## src/rtl/mem_bus_arbiter.sv

```systemverilog
// Two-master arbiter sharing one Avalon-style memory port; registered grant FSM, round-robin, bounded bursts.
// Latency: 1 cycle from a request in IDLE to slave presentation; zero-gap handover at the burst limit.
// Backpressure: the owner sees s_waitrequest, the other master is held at waitrequest=1. ARB_FIXED_PRIO_EN selects m0-priority mode.
module mem_bus_arbiter #(
    parameter int ADDR_W    = 32,
    parameter int DATA_W    = 32,
    parameter int BURST_MAX = 4
) (
    input  logic                clk,
    input  logic                reset,
    input  logic [ADDR_W-1:0]   m0_address,
    input  logic                m0_read,
    input  logic                m0_write,
    input  logic [DATA_W-1:0]   m0_writedata,
    input  logic [DATA_W/8-1:0] m0_byteenable,
    output logic                m0_waitrequest,
    output logic [DATA_W-1:0]   m0_readdata,
    input  logic [ADDR_W-1:0]   m1_address,
    input  logic                m1_read,
    input  logic                m1_write,
    input  logic [DATA_W-1:0]   m1_writedata,
    input  logic [DATA_W/8-1:0] m1_byteenable,
    output logic                m1_waitrequest,
    output logic [DATA_W-1:0]   m1_readdata,
    output logic [ADDR_W-1:0]   s_address,
    output logic                s_read,
    output logic                s_write,
    output logic [DATA_W-1:0]   s_writedata,
    output logic [DATA_W/8-1:0] s_byteenable,
    input  logic                s_waitrequest,
    input  logic [DATA_W-1:0]   s_readdata,
    output logic [1:0]          grant
);

    typedef enum logic [1:0] {
        IDLE = 2'd0,
        GNT0 = 2'd1,
        GNT1 = 2'd2
    } state_t;

    state_t     state, state_nxt;
    logic [3:0] cnt, cnt_nxt;
    logic [4:0] cnt_inc;
    logic [3:0] cnt_sat;
    logic       at_limit;
    logic       req0, req1;
    logic       rr_pick_m1;
    logic       gnt0_limited;

    assign req0     = m0_read | m0_write;
    assign req1     = m1_read | m1_write;
    assign cnt_inc  = {1'b0, cnt} + 5'd1;
    assign at_limit = (cnt_inc >= 5'(BURST_MAX));
    assign cnt_sat  = at_limit ? 4'(BURST_MAX) : cnt_inc[3:0];

`ifdef ARB_FIXED_PRIO_EN
    // m0 wins every contention and is never forced off the bus
    assign rr_pick_m1   = 1'b0;
    assign gnt0_limited = 1'b0;
`else
    logic prio, prio_nxt;

    // prio remembers the master that last released the bus
    always_comb begin
        prio_nxt = prio;
        if (state == GNT0 && state_nxt != GNT0)
            prio_nxt = 1'b0;
        else if (state == GNT1 && state_nxt != GNT1)
            prio_nxt = 1'b1;
    end

    always_ff @(posedge clk or negedge reset) begin
        if (!reset)
            prio <= 1'b1;
        else
            prio <= prio_nxt;
    end

    assign rr_pick_m1   = ~prio;
    assign gnt0_limited = 1'b1;
`endif

    always_ff @(posedge clk or negedge reset) begin
        if (!reset) begin
            state <= IDLE;
            cnt   <= 4'd0;
        end else begin
            state <= state_nxt;
            cnt   <= cnt_nxt;
        end
    end

    always_comb begin
        state_nxt = state;
        cnt_nxt   = cnt;
        case (state)
            IDLE: begin
                cnt_nxt = 4'd0;
                if (req0 && (!req1 || !rr_pick_m1))
                    state_nxt = GNT0;
                else if (req1)
                    state_nxt = GNT1;
            end
            GNT0: begin
                if (!req0) begin
                    cnt_nxt   = 4'd0;
                    state_nxt = req1 ? GNT1 : IDLE;
                end else if (!s_waitrequest) begin
                    if (gnt0_limited && at_limit && req1) begin
                        cnt_nxt   = 4'd0;
                        state_nxt = GNT1;
                    end else begin
                        cnt_nxt = cnt_sat;
                    end
                end
            end
            GNT1: begin
                if (!req1) begin
                    cnt_nxt   = 4'd0;
                    state_nxt = req0 ? GNT0 : IDLE;
                end else if (!s_waitrequest) begin
                    if (at_limit && req0) begin
                        cnt_nxt   = 4'd0;
                        state_nxt = GNT0;
                    end else begin
                        cnt_nxt = cnt_sat;
                    end
                end
            end
            default: begin
                cnt_nxt   = 4'd0;
                state_nxt = IDLE;
            end
        endcase
    end

    // Slave side and stalls depend only on the registered owner, so reset drops strobes at once
    always_comb begin
        s_address      = '0;
        s_read         = 1'b0;
        s_write        = 1'b0;
        s_writedata    = '0;
        s_byteenable   = '0;
        m0_waitrequest = 1'b1;
        m1_waitrequest = 1'b1;
        grant          = 2'b00;
        case (state)
            GNT0: begin
                s_address      = m0_address;
                s_read         = m0_read;
                s_write        = m0_write;
                s_writedata    = m0_writedata;
                s_byteenable   = m0_byteenable;
                m0_waitrequest = s_waitrequest;
                grant          = 2'b01;
            end
            GNT1: begin
                s_address      = m1_address;
                s_read         = m1_read;
                s_write        = m1_write;
                s_writedata    = m1_writedata;
                s_byteenable   = m1_byteenable;
                m1_waitrequest = s_waitrequest;
                grant          = 2'b10;
            end
            default: ;
        endcase
    end

    assign m0_readdata = s_readdata;
    assign m1_readdata = s_readdata;

endmodule

```

## config.mk

```make
export PLATFORM = sky130hd
export DESIGN_NAME = mem_bus_arbiter
export DESIGN_NICKNAME = d
export VERILOG_FILES = /design/src/rtl/mem_bus_arbiter.sv
export SDC_FILE = /design/constraint.sdc
export NUM_CORES = 1
export LEC_CHECK = 0
export CAP_MARGIN = 20
export CORE_AREA = 2 2 122 124
export CTS_CLUSTER_DIAMETER = 150
export DETAILED_ROUTE_END_ITERATION = 12
export DIE_AREA = 0 0 124 126
export GPL_ROUTABILITY_DRIVEN = 0
export REMOVE_ABC_BUFFERS = 1
export SYNTH_ARGS = -nofsm -noshare
export SYNTH_HDL_FRONTEND = slang
export SYNTH_SLANG_ARGS = --single-unit
```

## constraint.sdc

```tcl
create_clock -name clk -period 2.68 [get_ports clk]
set_clock_uncertainty 0.2 [all_clocks]
set_input_delay 0.536 -clock clk [delete_from_list [all_inputs] [get_ports clk]]
set_output_delay 0.536 -clock clk [all_outputs]
set_load 0.01 [all_outputs]
```

## Word level (Yosys, flattened, before mapping)

Cells that the tools add are included.

- Bits in read-only memories: 0
- Bits in writable memories: 0
- Memories: 0
- Output and inout bits: 138
- Bits in latches: 0
- Word-level logic and storage cells: 52
- Register bits: 7

- Multipliers: 0
- Divide/modulo/power cells: 0
- Order comparisons: 1
- Multiplexer cells: 29
- Reductions and logical operators: 10
- Bitwise operators: 2
- $add $sub $neg: 1
- Shift operators: 0
- Eq/ne operators: 6

Operator list:

| cell | number |
|---|---|
| $pmux W32 S2 | 2 |
| $mux W4 | 7 |
| $mux W2 | 9 |
| $pmux W4 S2 | 2 |
| $ne A3 B3 Y1 const B | 2 |
| $pmux W2 S3 | 1 |
| $add A4 B1 Y5 const B | 1 |
| $ge A5 B3 Y1 const B | 1 |
| $logic_and A1 B1 Y1 | 5 |
| $mux W1 | 5 |
| $pmux W1 S2 | 2 |
| $pmux W2 S2 | 1 |
| $eq A2 B1 Y1 const B | 1 |
| $eq A2 B2 Y1 const B | 1 |
| $logic_not A2 Y1 | 1 |
| $ne A2 B1 Y1 const B | 1 |
| $ne A2 B2 Y1 const B | 1 |
| $or A1 B1 Y1 | 2 |
| $reduce_and A2 Y1 | 1 |
| $reduce_bool A2 Y1 | 1 |
| $logic_not A1 Y1 | 1 |
| $logic_or A1 B1 Y1 | 1 |

## Logic depth before layout (Yosys ltp)

Gate-level depths: netlist of the first run.

- Depth in word-level cells: 11
- Gate-level depth with buffers: 7
- Mapped depth without buffers: 7

## Least setup slack after synthesis of the first run

Ideal clock, no wire load.

- Path type: register to output
- Start point: register state[1]
- End point: output s_address[18]
- Slack: 0.362 ns
- Stages on the path, launching flop included: 7
- Arrival: 1.582 ns
- Path buffers: 2
- Path through: dfrtp_1 > inv_1 > ha_1 > clkbuf_1 > buf_1 > a22oi_1 > nor2b_1

- Word-level cells in the longest chain between the ends: 2

Ends and longest elaborated chain:

| item | line | source |
|---|---|---|
| start, declared | 41 | `state_t state, state_nxt;` |
| start signal, assigned | 88 | `state <= state_nxt;` |
| $eq A2 B2 Y1 / $eq A2 B1 Y1 (equally long branches) | 147 | `case (state)` |
| $pmux W32 S2 * | 147 |  |
| end, declared | 25 | `output logic [ADDR_W-1:0] s_address,` |

Mark *: on every way between the ends. The rest lies on a longest branch, timed or not.

## Worst setup path in the final report of the first run

- Start point: register state[0]
- End point: output s_address[13]

Same word-level chain as after synthesis.

==> results of run 1 <==
layout by cell type (no fill, tap or decap), types with 2 or more instances in the layout:
cell | Yosys | routed
nand3_1 | 3 | 3
buf_12 | 0 | 8
nor2b_2 | 0 | 4
nand2b_1 | 2 | 2
inv_1 | 5 | 3
a22oi_1 | 70 | 69
dlymetal6s2s_1 | 0 | 21
inv_2 | 0 | 2
nand2_1 | 5 | 5
o31a_1 | 2 | 2
nor2_1 | 9 | 9
ha_1 | 8 | 5
clkbuf_16 | 0 | 5
or2_2 | 3 | 3
ha_4 | 0 | 3
dlygate4sd2_1 | 0 | 48
clkdlybuf4s50_1 | 0 | 147
nor2b_1 | 71 | 67
o211ai_1 | 2 | 2
nor3_1 | 3 | 3
buf_4 | 64 | 11
dfrtp_1 | 6 | 6
a21oi_1 | 7 | 7
where the power goes:
group	leakage, µW	internal, µW	switching (µW)
Combinational	0.00196	1800	1510
Clock	0.0000382	197	52.9
Sequential	0.0000914	141	22.4
Total	0.00209	2140	1590
through the flow:
stage	setup slack [ps]	hold slack, ps
floorplan	-488	40.4
global placement	-13.3	304
detailed placement	6.21	321
CTS	3.36	327
global route	3.39	373
finish	77.7	327
worst max-delay path: stages (launching register included):
cell             delay (ps)
dfrtp_1                 360
buf_4                   170
ha_4                    200
buf_12                  160
a22oi_1                  80
nor2b_1                 110
clkdlybuf4s50_1         540
state kept, by name (all words and copies together) (netlist names):
signal  flops
state       2
cnt         4
prio        1
logic make-up (layout without fill, tap and decap cells):
group / count (synthesis) / count (layout) / share of synthesized area, %
and+or+nand+nor: 102 / 102 / 28.1
buffers and inverters: 95 / 248 / 27.5
adders and majority gates: 8 / 8 / 4.60
DFF: 7 / 7 / 8.11
AOI/OAI and AO/OA: 92 / 92 / 31.7
synthesized netlist by cell type (all sizes together):
| cell | count |
|---|---|
| or2 | 4 |
| ha | 8 |
| o211ai | 2 |
| o31ai | 1 |
| nor2 | 10 |
| clkinv | 1 |
| nor2b | 71 |
| nor4b | 1 |
| clkbuf | 14 |
| o22ai | 1 |
| nand3 | 3 |
| a21oi | 8 |
| o21bai | 1 |
| nor3 | 3 |
| dfstp | 1 |
| and2b | 1 |
| inv | 5 |
| a2111oi | 1 |
| buf | 75 |
| a211oi | 1 |
| a21boi | 1 |
| dfrtp | 6 |
| o32ai | 1 |
| nand4b | 1 |
| nand2b | 2 |
| o21ai | 1 |
| a311oi | 1 |
| nand2 | 5 |
| a31oi | 1 |
| or4b | 1 |
| a22oi | 70 |
| o31a | 2 |
how the worst min path moves through the flow:
stage                        end  depth (start not counted)  slack [ps]  startpoint
final                     cnt[3]                          2         330      cnt[3]
after floorplan           cnt[0]                          0          40       reset
after global routing      cnt[3]                          2         370      cnt[3]
after detailed placement  cnt[3]                          2         320      cnt[3]
after CTS                 cnt[3]                          2         330      cnt[3]
after global placement    cnt[3]                          2         300      cnt[3]
routing by layer:
metal | share of wire, % | wire length (µm)
met1 | 37 | 4620
met2 | 44 | 5480
met3 | 17 | 2100
met4 | 0.99 | 123
met5 | 0.49 | 61
layout make-up:
| cell class | count | area [µm²] | share of cell area, % |
|---|---|---|---|
| Clock buffer | 4 | 78.8 | 1.78 |
| Inverter | 6 | 22.5 | 0.507 |
| Multi-Input combinational cell | 202 | 1450 | 32.7 |
| Sequential cell | 7 | 176 | 3.97 |
| Tap cell | 184 | 230 | 5.18 |
| Timing Repair Buffer | 238 | 2480 | 55.8 |
timing repair:
item                                   in CTS  in global routing
endpoints found under the hold margin       0                  0
buffers inserted                            1                  1
gates resized for setup                    57                 22
setup endpoints to repair                  70                 20
gates cloned                                1                  2
==> metrics.txt, run 1 <==
worst reg2reg startpoint state[1]; I/O pin cnt 313; CTS tree built; Final setup viols 0; Leak 0.00209 µW; TritonCTS Sinks 7; TritonCTS buffer count 3; synthesized flop and latch total 7; DRT iter0 DRCs 144; Worst-Margin Slew 421 ps; via count 2884; CP Launch Point state[0]; Syn Inst Count 304; top cells by area, synth a22oi_1 (24%), buf_4 (22%), nor2b_1 (20%), dfrtp_1 (6.9%), ha_1 (4.6%); CP max FO 19; Cell variety after synth 37; Max Clock Freq 0.384 GHz; Post-Synthesis Cell Area 2170 µm²; GRT overflow 0; area growth from synthesis to layout 104%; Buffers on Ports 216; vias per cell 4.50; Worst setup SP type register; Synth Warn # 0; placed cell areas 4230 µm²; share of the synthesized area in the top cell type 24.2%; diode count 0; Worst Hold Class reg -> reg; Final Critical Period 2600 ps; R2R cell count 9; depth of the CTS H-tree 1; CP Capture Point s_address[13]; Core Rows 44; DRC viols 0; Rel. slew slack 71.7%; Final Hold Viols 0; status finished clean; overall routing resource usage 14.3%; Max Cap Viol 0; P per Cell Area 840 nW/µm²; final core occ 31.0%; Final #Nets 641; clock tree buffer depth 2; met1 Use GR 15.7%; initial antenna violation count 0; M3 GR Usage 10.4%; Syn Area/Cell 7.15 µm²; setup TNS 0 ps; DRT Pass-1 Iters 4; Clk Latency, worst-skew pair 230 ps; Die W 124 µm; global-route met2 utilization 22.1%; final instance area 4440 µm²; Layout Cells excl Fill 641; final-report max-slew violation count 0; clock root cell clkbuf_16; reg2reg setup slack 440 ps; gr busiest metal met2; Yosys top cell by area a22oi_1; Routed WL 12400 µm; fin crit share 97.1%; share of layout cells above drive strength 1 9.41%; VDD IR-drop max 0.000424 V; Setup crit end kind primary output; dpl hpwl 9770 µm; kind of critical path reg -> out; core area 14300 µm²; WL/cell 19.3 µm; CTS clk-pin slew, worst paths 30 ps; vias in the first global route 2940; Starting Density 15.2%; Die ar. 15600 µm²; hold_buf cts 0; die height 126 µm; first-pass GRT wire length 16800 µm; total design power 3730 µW; Filler cells 1534; Post-DRT Antenna Nets 0; Crit path required time 1940 ps; RSZ-0062 raised after global routing false; r2r endpoint prio; dpl cells 632; CP arrival 1870 ps; Seq/Total Area, Yosys 8.11%; largest net degree at the start of global routing 41
No activity file was read; power rests on OpenSTA's default activity.
==> inputs of run 2 (changes only) <==
Settings changed: CELL_PAD_IN_SITES_DETAIL_PLACEMENT set to 1, CELL_PAD_IN_SITES_GLOBAL_PLACEMENT set to 2, CORE_AREA 2 2 122 124 to 2 2 121 123, DIE_AREA 0 0 124 126 to 0 0 123 125, DONT_BUFFER_PORTS set to 1, PLACE_DENSITY_LB_ADDON set to 0.1.
==> metrics.txt, run 2 (synthesis results as in run 1) <==
max reg flops 4 (unchanged); Starting Density 15.3% (+0.12 points); P per Cell Area 1210 nW/µm² (+44%); Worst setup SP type register; die height 125 µm (-0.79%); VDD IR-drop max 0.000378 V (-11%); r2r endpoint prio; commonest non-fill, non-tap cells in the layout a22oi_1 (70), nor2b_1 (59), nor2b_2 (12), nor2_1 (9), a21oi_1 (7); core area 14200 µm² (-0.77%); DRC viols 0 (unchanged); TritonCTS Sinks 7 (unchanged); dpl hpwl 8210 µm (-16%); area growth from synthesis to layout -5.47%; depth of the CTS H-tree 1 (unchanged); CP max FO 73 (+54); Hold Startpoint s_waitrequest; hold path cells 2 (unchanged); clock tree buffer depth 2 (unchanged); DRT iter0 DRCs 132 (-8.3%); first-pass GRT wire length 13500 µm (-20%); largest net degree at the start of global routing 74 (+80%); Worst-Margin Slew 408 ps (-13.3 ps); status finished clean; share of layout cells above drive strength 1 13.8% (+4.4 points); Worst Hold Class in -> reg; Max Clock Freq 0.388 GHz (+0.98%); WL/cell 24.9 µm (+29%); TritonCTS buffer count 3 (unchanged); CP arrival 1840 ps (-30 ps); Endpoint, Worst Hold cnt[3]; Register Area 176 µm² (unchanged); Largest Register cnt; kind of critical path reg -> out; Final setup viols 0 (unchanged); Clk Latency, worst-skew pair 230 ps (about the same); GRT overflow 0 (unchanged); Top Registers cnt (4), state (2), prio (1); RSZ-0062 raised after global routing true; clock root cell clkbuf_16; Buffers on Ports 0 (-100%); CTS tree built; vias in the first global route 1917 (-35%); CTS clk-pin slew, worst paths 40 ps (about the same); Routed WL 10200 µm (-18%); fin crit share 96.2% (-0.94 points); postcts setup bufs 0 (-1); Final Critical Period 2580 ps (-25.3 ps); total design power 2480 µW (-34%); most common cell after layout, fill and taps aside a22oi_1; Crit path required time 1940 ps (about the same); Setup crit end kind primary output; R2R cell count 7 (-2); worst reg2reg startpoint state[0]; Final #Nets 409 (-36%); Rel. slew slack 72.6% (+0.89 points); final-report max-slew violation count 0 (unchanged); reg2reg setup slack 420 ps (-20 ps); vias per cell 4.95 (+10%); area of the multi-input gates 1440 µm² (-1.0%); overall routing resource usage 11.9% (-2.4 points); Max Cap Viol 0 (unchanged); setup TNS 0 ps (unchanged); initial antenna violation count 0 (unchanged); Core Rows 44 (unchanged); Filler cells 1693 (+10%); Die W 123 µm (-0.81%); DRT Pass-1 Iters 4 (unchanged); Post-DRT Antenna Nets 0 (unchanged); diode count 0 (unchanged); Leak 0.000599 µW (-71%); Final Hold Viols 0 (unchanged); Die ar. 15400 µm² (-1.6%); I/O pin cnt 313 (unchanged); via count 2025 (-30%)
[run 2: cell types whose count changed in the layout (fill, tap and decap cells not counted), sizes merged]
cell / delta
buf: -14
bufbuf: -1
clkbuf: -2
clkdlybuf4s50: -147
dlygate4sd2: -48
dlygate4sd3: +1
dlymetal6s2s: -21
[run 2: timing repair]
action | in CTS | in global routing
endpoints found under the setup margin | 0 | 24
hold endpoints to repair | 7 | 0
gates resized for setup | 0 | 12
hold buffers | 1 | 0
[run 2: critical path, stage by stage (launching register included)]
cell     delay (ps)
dfrtp_1         490
inv_1           170
ha_2            370
buf_12          220
nor2b_1         310
[run 2: metrics by stage]
stage	hold WS (ps)	util (%)	instances	cell area, µm²	worst slack, ps
2_1_floorplan	40.4	-	215	1600	-488
3_5_place_dp	41.0	13.6	404	1940	299
4_1_cts	226	14.3	409	2030	52.7
3_3_place_gp	41.0	13.6	404	1940	263
6_report	224	14.5	409	2060	103
5_1_grt	252	14.5	409	2060	-12.9
[run 2: final cells by class]
cell class,instances,share of cell area [%]
Clock buffer,4,3.83
Inverter,6,1.10
Multi-Input combinational cell,202,69.9
Sequential cell,7,8.58
Tap cell,184,11.2
Timing Repair Buffer,6,5.36
[run 2: where the power goes]
part	leakage, µW	total [µW]	internal, µW	switching (µW)
Combinational	0.000469	2040	849	1190
Sequential	0.0000914	186	141	45.4
Clock	0.0000382	256	198	58.0
[run 2: how the worst max path moves through the flow]
stage                                  to  startpoint  slack, ps
after floorplan              s_address[0]    state[0]       -490
after global placement      s_address[25]    state[0]        260
after detailed placement    s_address[25]    state[0]        300
after CTS                   s_address[16]    state[0]         50
after global routing      s_writedata[29]    state[0]        -10
final                     s_writedata[18]    state[0]        100
[run 2: per-layer routing]
layer,global-route usage [%],vias to the layer above,wire (µm)
met5,6.25,-,59
met4,1.34,2,28
met3,8.99,10,1600
met2,18.6,173,4860
met1,12.8,987,3640
li1,-,853,-
==> inputs of run 3 (changes only) <==
Settings changed: SETUP_SLACK_MARGIN set to 0.2.
==> metrics.txt, run 3 (synthesis results as in run 1) <==
dpl hpwl 8210 µm (unchanged); I/O pin cnt 313 (unchanged); Largest Register cnt; CTS tree built; GRT overflow 0 (unchanged); Starting Density 15.3% (unchanged); global-route met2 utilization 18.8% (+0.13 points); Worst-Margin Slew 408 ps (-0.398 ps); vias per cell 4.98 (+0.60%); Top Registers cnt (4), state (2), prio (1); TritonCTS buffer count 3 (unchanged); final-report max-slew violation count 0 (unchanged); final instance area 2260 µm² (+9.7%); Crit path required time 1940 ps (about the same); gr busiest metal met2; most common cell after layout, fill and taps aside a22oi_1; depth of the CTS H-tree 1 (unchanged); vias in the first global route 1923 (+0.31%); Die ar. 15400 µm² (unchanged); M3 GR Usage 8.99% (unchanged); Max Cap Viol 0 (unchanged); fin crit share 89.8% (-6.4 points); P per Cell Area 1280 nW/µm² (+6.2%); total design power 2890 µW (+17%); Core Rows 44 (unchanged); Final #Nets 412 (+0.73%); commonest non-fill, non-tap cells in the layout a22oi_1 (70), nor2b_2 (49), nor2b_1 (22), nor2_1 (9), a21oi_1 (7); Routed WL 11000 µm (+8.1%); clock root cell clkbuf_16; DRT Pass-1 Iters 4 (unchanged); RSZ-0062 raised after global routing true; largest net degree at the start of global routing 74 (unchanged); share of layout cells above drive strength 1 32.5% (+19 points); placed cell areas 1940 µm² (unchanged); Worst setup SP type register; die height 125 µm (unchanged); overall routing resource usage 11.9% (+0.019 points); Die W 123 µm (unchanged); via count 2052 (+1.3%); Final setup viols 0 (unchanged); postcts setup bufs 0 (unchanged); Leak 0.000667 µW (+11%); clock tree buffer depth 2 (unchanged); WL/cell 26.7 µm (+7.3%); Final Hold Viols 0 (unchanged); DRC viols 0 (unchanged); max reg flops 4 (unchanged); CP max FO 33 (-55%); TritonCTS Sinks 7 (unchanged); Clk Latency, worst-skew pair 230 ps (about the same); DRT iter0 DRCs 93 (-30%); CP arrival 1670 ps (-170 ps); diode count 0 (unchanged); initial antenna violation count 0 (unchanged); WHS 224 ps (+0.247 ps); met1 Use GR 12.7% (-0.055 points); core area 14200 µm² (unchanged); VDD IR-drop max 0.000278 V (-26%); status finished clean; Final Critical Period 2410 ps (-171 ps); Rel. slew slack 72.6% (about the same); CTS clk-pin slew, worst paths 40 ps (about the same); kind of critical path reg -> out; Post-DRT Antenna Nets 0 (unchanged); Max Clock Freq 0.416 GHz (+7.1%); Setup crit end kind primary output; Buffers on Ports 0 (unchanged); Worst Hold Class in -> reg; first-pass GRT wire length 13600 µm (+0.30%); area growth from synthesis to layout 3.74%
run 3: layer usage:
| layer | wire length (µm) | share of wire (%) |
|---|---|---|
| met5 | 59 | 0.54 |
| met4 | 26 | 0.24 |
| met1 | 3960 | 36 |
| met3 | 1610 | 15 |
| met2 | 5350 | 49 |
run 3: layout make-up:
cell class,count,area (µm²)
Clock buffer,4,78.8
Fill cell,1652,11900
Inverter,6,22.5
Multi-Input combinational cell,202,1560
Sequential cell,7,179
Tap cell,184,230
Timing Repair Buffer,9,185
run 3: timing repair:
item / CTS / global route
gates resized for setup: 24 / 31
setup endpoints to repair: 70 / 48
hold buffers: 1 / 0
endpoints found under the hold margin: 7 / 0
cloned: 0 / 3
run 3: critical path, cell delays in order (launching register included):
cell and delay (ps):
dfrtp_2 470, inv_1 180, ha_4 250, buf_12 200, a22oi_1 90, nor2b_1 240
run 3: report_power, final:
part / switching (µW) / internal (µW) / total, µW
Sequential: 52.1 / 143 / 196
Combinational: 1340 / 1100 / 2440
Clock: 57.9 / 198 / 256
Total: 1450 / 1440 / 2890
run 3: path summary, 6_finish.rpt:
check                                    from         endpoint  slack (ps)  depth (start not counted)
worst max-delay path                 state[1]  s_writedata[20]         270                          5
worst min-delay path            s_waitrequest           cnt[3]         220                          2
worst max register to register         cnt[0]             prio         450                          6
worst min register to register         cnt[3]           cnt[3]         330                          2
max in group asynchronous               reset             prio        1510                          1
min in group asynchronous               reset         state[0]         470                          1
run 3: per-stage QoR:
step | worst slack, ps | TNS (ps) | utilization (%) | std cells
final | 274 | 0 | 15.9 | 412
after global routing | 185 | 0 | 15.9 | 412
after CTS | 220 | 0 | 14.6 | 409
after detailed placement | 299 | 0 | 13.6 | 404
after global placement | 263 | 0 | 13.6 | 404
after floorplan | -488 | -35140 | - | 215
